<file path="src/rtl/hazard_pkg.sv">
// Shared types and helpers for the ID-stage hazard/forwarding unit.
// Tag entries carry a fixed-width rd field wide enough for any supported REG_AW.
package hazard_pkg;

  localparam int unsigned MAX_REG_AW = 16;
  localparam int unsigned FWD_SRC_RF = 0;

  typedef struct packed {
    logic                  valid;
    logic [MAX_REG_AW-1:0] rd;
    logic                  reg_write;
    logic                  is_load;
  } tag_t;

  // Width of a forwarding select able to name the regfile plus every in-flight stage.
  function automatic int unsigned fwd_sel_w(input int unsigned depth);
    return (depth < 1) ? 1 : $clog2(depth + 1);
  endfunction

endpackage

</file>
<file path="src/rtl/hazard_tag_pipe.sv">
// Shift register of destination tags, one entry per in-flight stage between ID and RF write.
// A zero tag (invalid) is inserted whenever the ID instruction does not advance.
module hazard_tag_pipe
  import hazard_pkg::*;
#(
  parameter int unsigned PIPE_DEPTH = 2
) (
  input  logic                    clk,
  input  logic                    reset,
  input  logic                    insert,
  input  tag_t                    tag_in,
  output tag_t [PIPE_DEPTH:1]     tags
);

  tag_t [PIPE_DEPTH:1] tags_q;

  always_ff @(posedge clk or negedge reset) begin
    if (!reset) begin
      tags_q <= '0;
    end else begin
      tags_q[1] <= insert ? tag_in : '0;
      for (int k = 2; k <= int'(PIPE_DEPTH); k++) begin
        tags_q[k] <= tags_q[k-1];
      end
    end
  end

  assign tags = tags_q;

endmodule

</file>
<file path="src/rtl/hazard_fwd_unit.sv">
// ID-stage hazard detector: forwarding selects, load-use stall, redirect flush, stall counter.
// Define HAZARD_FWD_EN for forwarding; otherwise every RAW hazard stalls until writeback.
module hazard_fwd_unit
  import hazard_pkg::*;
#(
  parameter int unsigned REG_AW     = 5,
  parameter int unsigned PIPE_DEPTH = 2,
  parameter int unsigned LOAD_STAGE = 2,
  parameter int unsigned ECALL_REG  = 17,
  parameter int unsigned CNT_W      = 32
) (
  input  logic                                  clk,
  input  logic                                  reset,
  input  logic                                  id_valid,
  input  logic                                  id_is_ecall,
  input  logic [REG_AW-1:0]                     id_rs1,
  input  logic [REG_AW-1:0]                     id_rs2,
  input  logic                                  id_use_rs1,
  input  logic                                  id_use_rs2,
  input  logic [REG_AW-1:0]                     id_rd,
  input  logic                                  id_reg_write,
  input  logic                                  id_is_load,
  input  logic                                  ex_redirect,
  output logic                                  stall_if,
  output logic                                  bubble_id,
  output logic                                  flush_if_id,
  output logic [fwd_sel_w(PIPE_DEPTH)-1:0]      fwd_sel_rs1,
  output logic [fwd_sel_w(PIPE_DEPTH)-1:0]      fwd_sel_rs2,
  output logic [CNT_W-1:0]                      stall_cycles
);

  localparam int unsigned SEL_W = fwd_sel_w(PIPE_DEPTH);

  if (REG_AW > MAX_REG_AW || REG_AW < 1) begin : g_bad_reg_aw
    $error("hazard_fwd_unit: REG_AW out of range");
  end
  if (LOAD_STAGE < 1 || LOAD_STAGE > PIPE_DEPTH + 1 || PIPE_DEPTH < 1) begin : g_bad_stage
    $error("hazard_fwd_unit: LOAD_STAGE/PIPE_DEPTH out of range");
  end

  tag_t [PIPE_DEPTH:1]   tags;
  tag_t                  tag_in;
  logic                  insert;
  logic [MAX_REG_AW-1:0] src1, src2;
  logic                  use1, use2;
  logic                  hit1, hit2;
  logic                  ld1, ld2;
  logic [SEL_W-1:0]      k1, k2;
  logic                  hazard;
  logic [CNT_W-1:0]      cnt_q;

  function automatic logic tag_match(input tag_t t, input logic [MAX_REG_AW-1:0] src,
                                     input logic use_src);
    return use_src & t.valid & t.reg_write & (t.rd == src) & (src != '0);
  endfunction

  // ecall implicitly reads ECALL_REG through rs1; an empty ID slot reads nothing.
  assign src1 = id_is_ecall ? MAX_REG_AW'(ECALL_REG) : MAX_REG_AW'(id_rs1);
  assign src2 = MAX_REG_AW'(id_rs2);
  assign use1 = id_valid & (id_use_rs1 | id_is_ecall);
  assign use2 = id_valid & id_use_rs2;

  // Scan oldest to youngest so the youngest match is the one left standing.
  always_comb begin
    hit1 = 1'b0;
    hit2 = 1'b0;
    ld1  = 1'b0;
    ld2  = 1'b0;
    k1   = '0;
    k2   = '0;
    for (int k = int'(PIPE_DEPTH); k >= 1; k--) begin
      if (tag_match(tags[k], src1, use1)) begin
        hit1 = 1'b1;
        k1   = SEL_W'(k);
        ld1  = tags[k].is_load;
      end
      if (tag_match(tags[k], src2, use2)) begin
        hit2 = 1'b1;
        k2   = SEL_W'(k);
        ld2  = tags[k].is_load;
      end
    end
  end

`ifdef HAZARD_FWD_EN
  logic lu1, lu2;

  assign lu1    = hit1 & ld1 & (int'(k1) < int'(LOAD_STAGE));
  assign lu2    = hit2 & ld2 & (int'(k2) < int'(LOAD_STAGE));
  assign hazard = lu1 | lu2;

  always_comb begin
    fwd_sel_rs1 = SEL_W'(FWD_SRC_RF);
    fwd_sel_rs2 = SEL_W'(FWD_SRC_RF);
    if (reset && !hazard) begin
      if (hit1) fwd_sel_rs1 = k1;
      if (hit2) fwd_sel_rs2 = k2;
    end
  end
`else
  logic unused_fwd;

  assign unused_fwd  = ^{k1, k2, ld1, ld2};
  assign hazard      = hit1 | hit2;
  assign fwd_sel_rs1 = SEL_W'(FWD_SRC_RF);
  assign fwd_sel_rs2 = SEL_W'(FWD_SRC_RF);
`endif

  // Redirect wins over a stall: the stalled instruction is wrong-path anyway.
  assign stall_if    = reset & hazard & ~ex_redirect;
  assign bubble_id   = reset & (hazard | ex_redirect);
  assign flush_if_id = reset & ex_redirect;

  assign insert = id_valid & ~stall_if & ~ex_redirect;

  always_comb begin
    tag_in           = '0;
    tag_in.valid     = 1'b1;
    tag_in.rd        = MAX_REG_AW'(id_rd);
    tag_in.reg_write = id_reg_write;
    tag_in.is_load   = id_is_load;
  end

  hazard_tag_pipe #(
    .PIPE_DEPTH (PIPE_DEPTH)
  ) u_tag_pipe (
    .clk    (clk),
    .reset  (reset),
    .insert (insert),
    .tag_in (tag_in),
    .tags   (tags)
  );

  always_ff @(posedge clk or negedge reset) begin
    if (!reset) begin
      cnt_q <= '0;
    end else if (stall_if && (cnt_q != '1)) begin
      cnt_q <= cnt_q + CNT_W'(1);
    end
  end

  assign stall_cycles = cnt_q;

endmodule

</file>
<file path="config.mk">
export PLATFORM = sky130hd
export DESIGN_NAME = hazard_fwd_unit
export DESIGN_NICKNAME = d
export VERILOG_FILES = /design/src/rtl/hazard_pkg.sv /design/src/rtl/hazard_tag_pipe.sv /design/src/rtl/hazard_fwd_unit.sv
export SDC_FILE = /design/constraint.sdc
export NUM_CORES = 1
export LEC_CHECK = 0
export BUFFER_PORTS_ARGS = -buffer_cell sky130_fd_sc_hd__buf_4
export CORE_ASPECT_RATIO = 0.75
export CORE_UTILIZATION = 25
export DETAILED_ROUTE_END_ITERATION = 10
export GPL_ROUTABILITY_DRIVEN = 0
export SLEW_MARGIN = 10
export SYNTH_ARGS = -nofsm -noshare
export SYNTH_HDL_FRONTEND = slang
export SYNTH_HIERARCHICAL = 1
export SYNTH_SLANG_ARGS = --single-unit
</file>
<file path="constraint.sdc">
create_clock -name clk -period 2.8 [get_ports clk]
set_clock_uncertainty 0.15 [all_clocks]
set_input_delay 0.28 -clock clk [delete_from_list [all_inputs] [get_ports clk]]
set_output_delay 0.28 -clock clk [all_outputs]
set_load 0.01 [all_outputs]
</file>
==> results of run 1 <==
## worst min-delay path by stage
stage / slack, ns / to
6_report: 0.02 / u_tag_pipe/tags[2]$_DFF_PN0_
5_1_grt: 0.02 / u_tag_pipe/tags[3]$_DFF_PN0_
4_1_cts: 0.01 / u_tag_pipe/tags[2]$_DFF_PN0_
3_5_place_dp: -0.06 / u_tag_pipe/tags[29]$_DFF_PN0_
3_3_place_gp: -0.05 / u_tag_pipe/tags[29]$_DFF_PN0_
2_1_floorplan: -0.17 / stall_cycles[0]$_DFFE_PN0P_
## layout by cell type (no fill, tap or decap), types with 5 or more instances in the layout
cell,count
buf_4,71
dfrtp_1,68
xnor2_1,22
nand3_1,21
xor2_1,20
nor3_1,18
nand2_1,17
conb_1,16
nor2_1,15
and2_2,14
inv_1,11
clkbuf_16,9
and2_1,7
and3_1,6
nor4_1,5
nor4b_1,5
## state kept, by name (all words and copies together) (netlist names)
signal,count
stall_cycles,32
u_tag_pipe/tags,36
## worst max-delay path, stage by stage
cell and delay, ns:
buf_6 0.10, or4_4 0.53, o311ai_4 0.29, buf_4 0.16, nor3b_2 0.04, a41o_1 0.19
a311o_1 0.36, or2_1 0.25, buf_6 0.12
## layout make-up
type | count | area (sq um)
flip-flops and latches | 68 | 1700
clock buffers | 12 | 256
clock inverters | 2 | 35.0
repair buffers | 76 | 597
multi-input cells | 224 | 1590
well taps | 166 | 208
fillers | 1256 | 8010
inverters | 11 | 41.3
## metrics by stage
stage          cells  area (sq um)  setup slack [ns]  TNS, ns  total power [uW]
6_report         559          4420            0.0452        0              2300
5_1_grt          559          4420           0.00175        0              2380
4_1_cts          555          4290           0.00601        0              2310
3_5_place_dp     539          3970           -0.0469  -0.0580              1180
3_3_place_gp     539          3970           -0.0218  -0.0218              1180
2_1_floorplan    313          3300             0.131        0              1100
## layer usage
metal	part of all wire, %	wire, um	vias up	global-route usage (%)
met3	5.4	403	15	4.58
met4	1.9	143	0	4.90
met5	0	0	-	0
li1	-	-	1216	-
met2	46	3430	69	17.9
met1	47	3490	1217	15.3
## where the power goes
part           internal (uW)  switching (uW)
Clock                    725             389
Combinational           75.1            82.5
Sequential              1010            19.6
## what timing repair did
item | 4_1_cts | 5_1_grt
hold endpoints to repair | 1 | 0
pin swaps | 4 | 14
hold buffers | 1 | 0
setup buffers | 1 | 5
resized for setup | 3 | 19
endpoints found under the setup margin | 2 | 2
==> metrics.txt, run 1 <==
status finished, final reports clean; Hold Slack 0.0228 ns; Setup Crit Path Kind primary input to output port; Lkg Pwr 0.00207 uW; cell area after synthesis 3240 sq um; vias in the first global route 2530; Startpoint Class primary input; Max Freq 363 MHz; nets 415; Hold Crit Start id_rd[0]; Starting DRT DRC Count 145; drt first pass iters 5; Area Growth Syn to Fin 36.6%; Worst Path Required 2.37 ns; max_slew headroom 42.4%; worst-case clock buffer depth 2; r2r worst-path depth 7; Final Max Slew Viols 0; Diodes inserted 0; initial antenna violation count 0; vias per cell 4.50; clock tree sinks 68; Mapped Cells 299; DRC viols 0; worst vdd ir 0.288 mV; first-pass GRT wire length 12300 um; Tightest Pin Transition 0.864 ns; global route overflow 0; CTS buffer count 9; Tmin final 2.75 ns; GRT Util Overall 11.9%; core area 12400 sq um; CP Capture Point bubble_id; Top Ports 63; Via Count 2517; Worst R2R End stall_cycles[23]$_DFFE_PN0P_; Worst Setup SP id_rs1[0]; post-layout util 35.6%; FF-to-FF Start u_tag_pipe/tags[7]$_DFF_PN0_; die width 133 um; layout cells sized above 1 31.8%; Routed Antenna Nets 0; DRT Wirelength 7470 um; Arr. time, crit path 2.32 ns; Root Buffer clkbuf_16; crit end category output port; worst reg2reg setup slack 0.20 ns; Synth warnings 6; Fin. Hold Viols 0; PD cells 519 nW/um^2; CTS tree built; Min-Delay Path Depth 2; Worst Hold Class primary input to register; final setup fails 0; largest net degree at the start of global routing 69; # rows 35; Buffers on Ports 57; H-Tree Level Count 3; crit path max fanout 3; Worst-path clk slew 0.05 ns; drt wl/cell 13.4 um; Die ar. 13400 sq um; RSZ-0062 raised after global routing false; later-pin clock latency in the skew report 0.33 ns; Syn Area/Cell 10.8 sq um; Detailed Place HPWL 5390 um; Die Height 101 um; max_cap viols 0; Initial Util 26.0%; final worst-path cycle share 98.4%
Power figures use the tool's default switching activity.
==> run 2, diff against run 1 <==
--- a/config.mk
+++ b/config.mk
@@ -8,5 +8,5 @@
 export BUFFER_PORTS_ARGS = -buffer_cell sky130_fd_sc_hd__buf_4
 export CORE_ASPECT_RATIO = 0.75
-export CORE_UTILIZATION = 25
+export CORE_UTILIZATION = 30
 export DETAILED_ROUTE_END_ITERATION = 10
 export GPL_ROUTABILITY_DRIVEN = 0
--- a/constraint.sdc
+++ b/constraint.sdc
@@ -3,3 +3,3 @@
 set_input_delay 0.28 -clock clk [delete_from_list [all_inputs] [get_ports clk]]
 set_output_delay 0.28 -clock clk [all_outputs]
-set_load 0.01 [all_outputs]
+set_load 0.005 [all_outputs]
==> run 2 against run 1 <==
Against the previous run:
- non-clock buffer count did not move
- die area fell by 16%
- core utilization rose by 6.4 points
- critical endpoint unchanged
- largest power group is now registers
==> metrics.txt, run 2 (same netlist as run 1, synthesis figures left out) <==
max_cap viols 0; die width 122 um; crit path max fanout 2; Die ar. 11200 sq um; vias per cell 4.66; Arr. time, crit path 2.27 ns; most frequent cells in the layout buf_4, dfrtp_1, xnor2_1, nand3_1, xor2_1; CTS tree built; area of the multi-input gates 1570 sq um; global route overflow 0; Reg area 1700 sq um; Starting DRT DRC Count 89; H-Tree Level Count 3; met1 Usage GRT 17.8%; met3 Usage GRT 4.98%; Crit path largest cell delay 0.53 ns; CTS buffer count 9; max reg flops 36; post-layout util 42.0%; final worst-path cycle share 96.5%; Area Growth Syn to Fin 34.4%; Fin. Hold Viols 0; Lkg Pwr 0.00206 uW; final setup fails 0; most common cell after layout, fill and taps aside buf_4; later-pin clock latency in the skew report 0.33 ns; DRT Wirelength 6950 um; largest net degree at the start of global routing 70; Via Count 2474; Tmin final 2.70 ns; Hold Crit Endpoint u_tag_pipe/tags[5]$_DFF_PN0_; layout cells sized above 1 31.9%; Setup Crit Path Kind primary input to output port; worst-case clock buffer depth 2; nets 415; Final Max Slew Viols 0; FF-to-FF Start u_tag_pipe/tags[26]$_DFF_PN0_; worst reg2reg setup slack 0.17 ns; DRC viols 0; Worst Path Required 2.37 ns; Die Height 92.0 um; core area 10400 sq um; # rows 32; Diodes inserted 0; CP bufs+invs 3; Routed Antenna Nets 0; Worst-path clk slew 0.06 ns; Min-Delay Path Depth 2; vias in the first global route 2486; PD cells 501 nW/um^2; M2 GR Usage 21.6%; Initial Util 31.2%; GRT Util Overall 14.0%; drt first pass iters 4; max_slew headroom 41.9%; clock tree sinks 68; CP top delay family simple AND/OR/NAND/NOR gates; Root Buffer clkbuf_16; Startpoint Class primary input; r2r worst-path depth 8; worst vdd ir 0.256 mV; Worst R2R End stall_cycles[23]$_DFFE_PN0P_; Detailed Place HPWL 5020 um; Tightest Pin Transition 0.872 ns; Cells after DPL 509; Top Ports 63; Slowest-stage cell, CP or4_4; drt wl/cell 13.1 um; first-pass GRT wire length 12000 um; crit-path most repeated cell buf_4; Max Freq 370 MHz; Hold Crit Start id_rd[3]; Buffers on Ports 57; initial antenna violation count 0; Layout fillers 1011; Post-Layout Cell Count 531; crit path cell chain buf_6 -> or4_4 -> o311ai_4 -> buf_4 -> nor3b_2 -> a41o_1 -> a311o_1 -> or2_1 -> buf_4; cts hold-fix bufs 0; GRT busiest layer met2; RSZ-0062 raised after global routing true; status finished, final reports clean; cell count along the critical path 9; crit end category output port; setup TNS 0 ns; Worst Hold Class primary input to register
-- run 2: worst max-delay path by stage --
stage,start,endpoint
after floorplan,id_is_ecall,u_tag_pipe/tags[5]$_DFF_PN0_
after global placement,id_is_ecall,stall_cycles[1]$_DFFE_PN0P_
after detailed placement,id_is_ecall,stall_cycles[1]$_DFFE_PN0P_
after CTS,u_tag_pipe/tags[25]$_DFF_PN0_,stall_if
after global routing,u_tag_pipe/tags[29]$_DFF_PN0_,stall_if
final,id_rs1[0],bubble_id
-- run 2: power breakdown --
part	switching, uW	total (uW)	leakage [uW]	internal [uW]
combinational	77.6	150	0.00101	72.6
sequential	19.7	1020	0.000916	1010
clock	408	1010	0.000136	598
total	505	2180	0.00206	1680
-- run 2: stage by stage --
step           total power (uW)  cell area [sq um]  setup WS [ns]  hold slack (ns)
3_3_place_gp               1180               3930        0.00205            0.209
6_report                   2180               4350         0.0975           0.0241
3_5_place_dp               1180               3930       -0.00570            0.210
4_1_cts                    2210               4220        0.00712          0.00793
2_1_floorplan              1100               3300          0.131           -0.166
5_1_grt                    2290               4350        -0.0239           0.0125
-- run 2: cell type report --
| cell class | instances | area share [%] |
|---|---|---|
| Inverter | 11 | 0.949 |
| Timing Repair Buffer | 76 | 13.7 |
| Clock buffer | 10 | 5.26 |
| Multi-Input combinational cell | 224 | 36.2 |
| Sequential cell | 68 | 39.1 |
| Tap cell | 136 | 3.91 |
| Clock inverter | 6 | 0.949 |
-- run 2: per-layer routing --
layer / vias to the layer above / wire [um]
met3: 7 / 446
met1: 1178 / 3210
met2: 68 / 3220
met5: - / 0
met4: 0 / 65
li1: 1221 / -
-- run 2: timing repair --
item                                   in CTS  in global routing
endpoints found under the hold margin       0                  0
pin swaps                                   2                 13
setup endpoints to repair                   2                  2
buffers inserted                            0                  6
gates resized for setup                     2                 17
==> run 3, diff against run 2 <==
Settings changed: SETUP_SLACK_MARGIN set to 0.5.
==> run 3 against run 2 <==
Against the previous run:
- sequential share of layout area down 1.4 points
- global-route usage is 0.89 points lower
- die area unchanged
- hold slack better by 0.0066 ns
==> metrics.txt, run 3 (same netlist as run 1, synthesis figures left out) <==
status finished, final reports clean; Initial Util 31.2%; Clock Power Share 47.4%; later-pin clock latency in the skew report 0.32 ns; most common cell after layout, fill and taps aside buf_4; clock tree sinks 68; global route overflow 0; Hold Crit Endpoint u_tag_pipe/tags[1]$_DFF_PN0_; Max Freq 376 MHz; Final Max Slew Viols 0; Worst Path Required 2.37 ns; Tmin final 2.66 ns; Tightest Pin Transition 0.863 ns; max_cap viols 0; worst reg2reg setup slack 0.19 ns; drt first pass iters 4; Area Growth Syn to Fin 39.4%; vias in the first global route 2306; final setup fails 0; # rows 32; H-Tree Level Count 3; max reg flops 36; Lkg Pwr 0.00210 uW; Detailed Place HPWL 4920 um; FF-to-FF Start u_tag_pipe/tags[27]$_DFF_PN0_; DRC viols 0; crit end category output port; setup TNS 0 ns; initial antenna violation count 0; Hold Crit Start id_reg_write; combinational share of power 6.8%; Worst-path clk slew 0.05 ns; GRT Util Overall 13.1%; core area 10400 sq um; Sw Ratio 21.9%; Int Power 1750 uW; Top Ports 63; CTS buffer count 9; vias per cell 4.68; worst-case clock buffer depth 2; largest net degree at the start of global routing 70; crit path max fanout 2; Diodes inserted 0; sw power 492 uW; worst vdd ir 0.321 mV; Min-Delay Path Depth 2; CTS tree built; layout cells sized above 1 36.7%; Worst Hold Class primary input to register; nets 415; RSZ-0062 raised after global routing true; final worst-path cycle share 95.0%; max_slew headroom 42.4%; Worst R2R End stall_cycles[23]$_DFFE_PN0P_; first-pass GRT wire length 11400 um; Post-Layout Cell Count 531; Startpoint Class register; sequential share of power 45.8%; Buffers on Ports 57; Starting DRT DRC Count 135; Setup Crit Path Kind register to output port; Routed Antenna Nets 0; most frequent cells in the layout buf_4, dfrtp_1, xnor2_1, xor2_1, nand3_1; Arr. time, crit path 2.23 ns; Root Buffer clkbuf_16; Cells after DPL 507; die width 122 um; r2r worst-path depth 8; Die ar. 11200 sq um; PD cells 496 nW/um^2; Fin. Hold Viols 0; Via Count 2485; DRT Wirelength 6940 um; Die Height 92.0 um; drt wl/cell 13.1 um
-- run 3: cell count changes in the layout (fill, tap and decap cells not counted), sizes merged --
cell and change:
clkinv -5, clkinvlp +2, clkbuf +3
-- run 3: power groups by stage --
stage / Combinational, uW / Sequential [uW] / Clock [uW]
finish: 153 / 1030 / 1060
global route: 171 / 1030 / 1130
detailed placement: 143 / 1040 / 0
floorplan: 70.1 / 1030 / 0
global placement: 141 / 1040 / 0
CTS: 150 / 1020 / 1090
-- run 3: critical path: stages, from the launching register on --
cell      delay [ns]
dfrtp_1         0.37
or4_4           0.55
nor4_4          0.25
nand4b_1        0.15
a21oi_2         0.20
nor3_2          0.07
buf_4           0.14
nor2_4          0.08
buf_6           0.09
-- run 3: metal layers --
layer	share of wire [%]	wire (um)	track usage, %	vias up
li1	-	-	-	1219
met1	47	3280	18.2	1191
met2	46	3190	19.3	64
met3	5.5	384	3.98	11
met4	1.1	79	4.32	0
met5	0	0	0	-
-- run 3: worst max path at each step --
| stage | from | end | slack, ns | cells after the start |
|---|---|---|---|---|
| after floorplan | id_is_ecall | u_tag_pipe/tags[5]$_DFF_PN0_ | 0.23 | 9 |
| after global placement | id_is_ecall | stall_cycles[1]$_DFFE_PN0P_ | -0.05 | 9 |
| after detailed placement | id_is_ecall | stall_cycles[23]$_DFFE_PN0P_ | -0.09 | 10 |
| after CTS | u_tag_pipe/tags[27]$_DFF_PN0_ | stall_if | 0.13 | 8 |
| after global routing | u_tag_pipe/tags[27]$_DFF_PN0_ | stall_if | 0.04 | 8 |
| final | u_tag_pipe/tags[27]$_DFF_PN0_ | stall_if | 0.14 | 8 |
-- run 3: stage by stage --
step / instance area [sq um] / hold WS, ns / util, % / power [uW] / setup slack (ns)
final: 4510 / 0.0306 / 43.5 / 2240 / 0.141
after global routing: 4510 / 0.0272 / 43.5 / 2330 / 0.0431
after CTS: 4410 / 0.0160 / 42.6 / 2270 / 0.128
after detailed placement: 3960 / 0.212 / 38.2 / 1180 / -0.0852
after global placement: 3960 / 0.212 / 38.2 / 1180 / -0.0452
after floorplan: 3330 / -0.166 / - / 1100 / 0.234
-- run 3: timing repair --
action,in CTS,in global routing
endpoints found under the setup margin,41,41
hold buffers,0,0
pin swaps,11,7
cloned,0,0
gates resized for setup,20,19
setup buffers,7,1
-- run 3: layout make-up --
cell class                 count  area [sq um]
fill                         976          5860
timing repair buffer          76           607
multi-input combinational    224          1700
sequential                    68          1700
clock inverter                 3          20.0
tap                          136           170
clock buffer                  13           270
inverter                      11          41.3
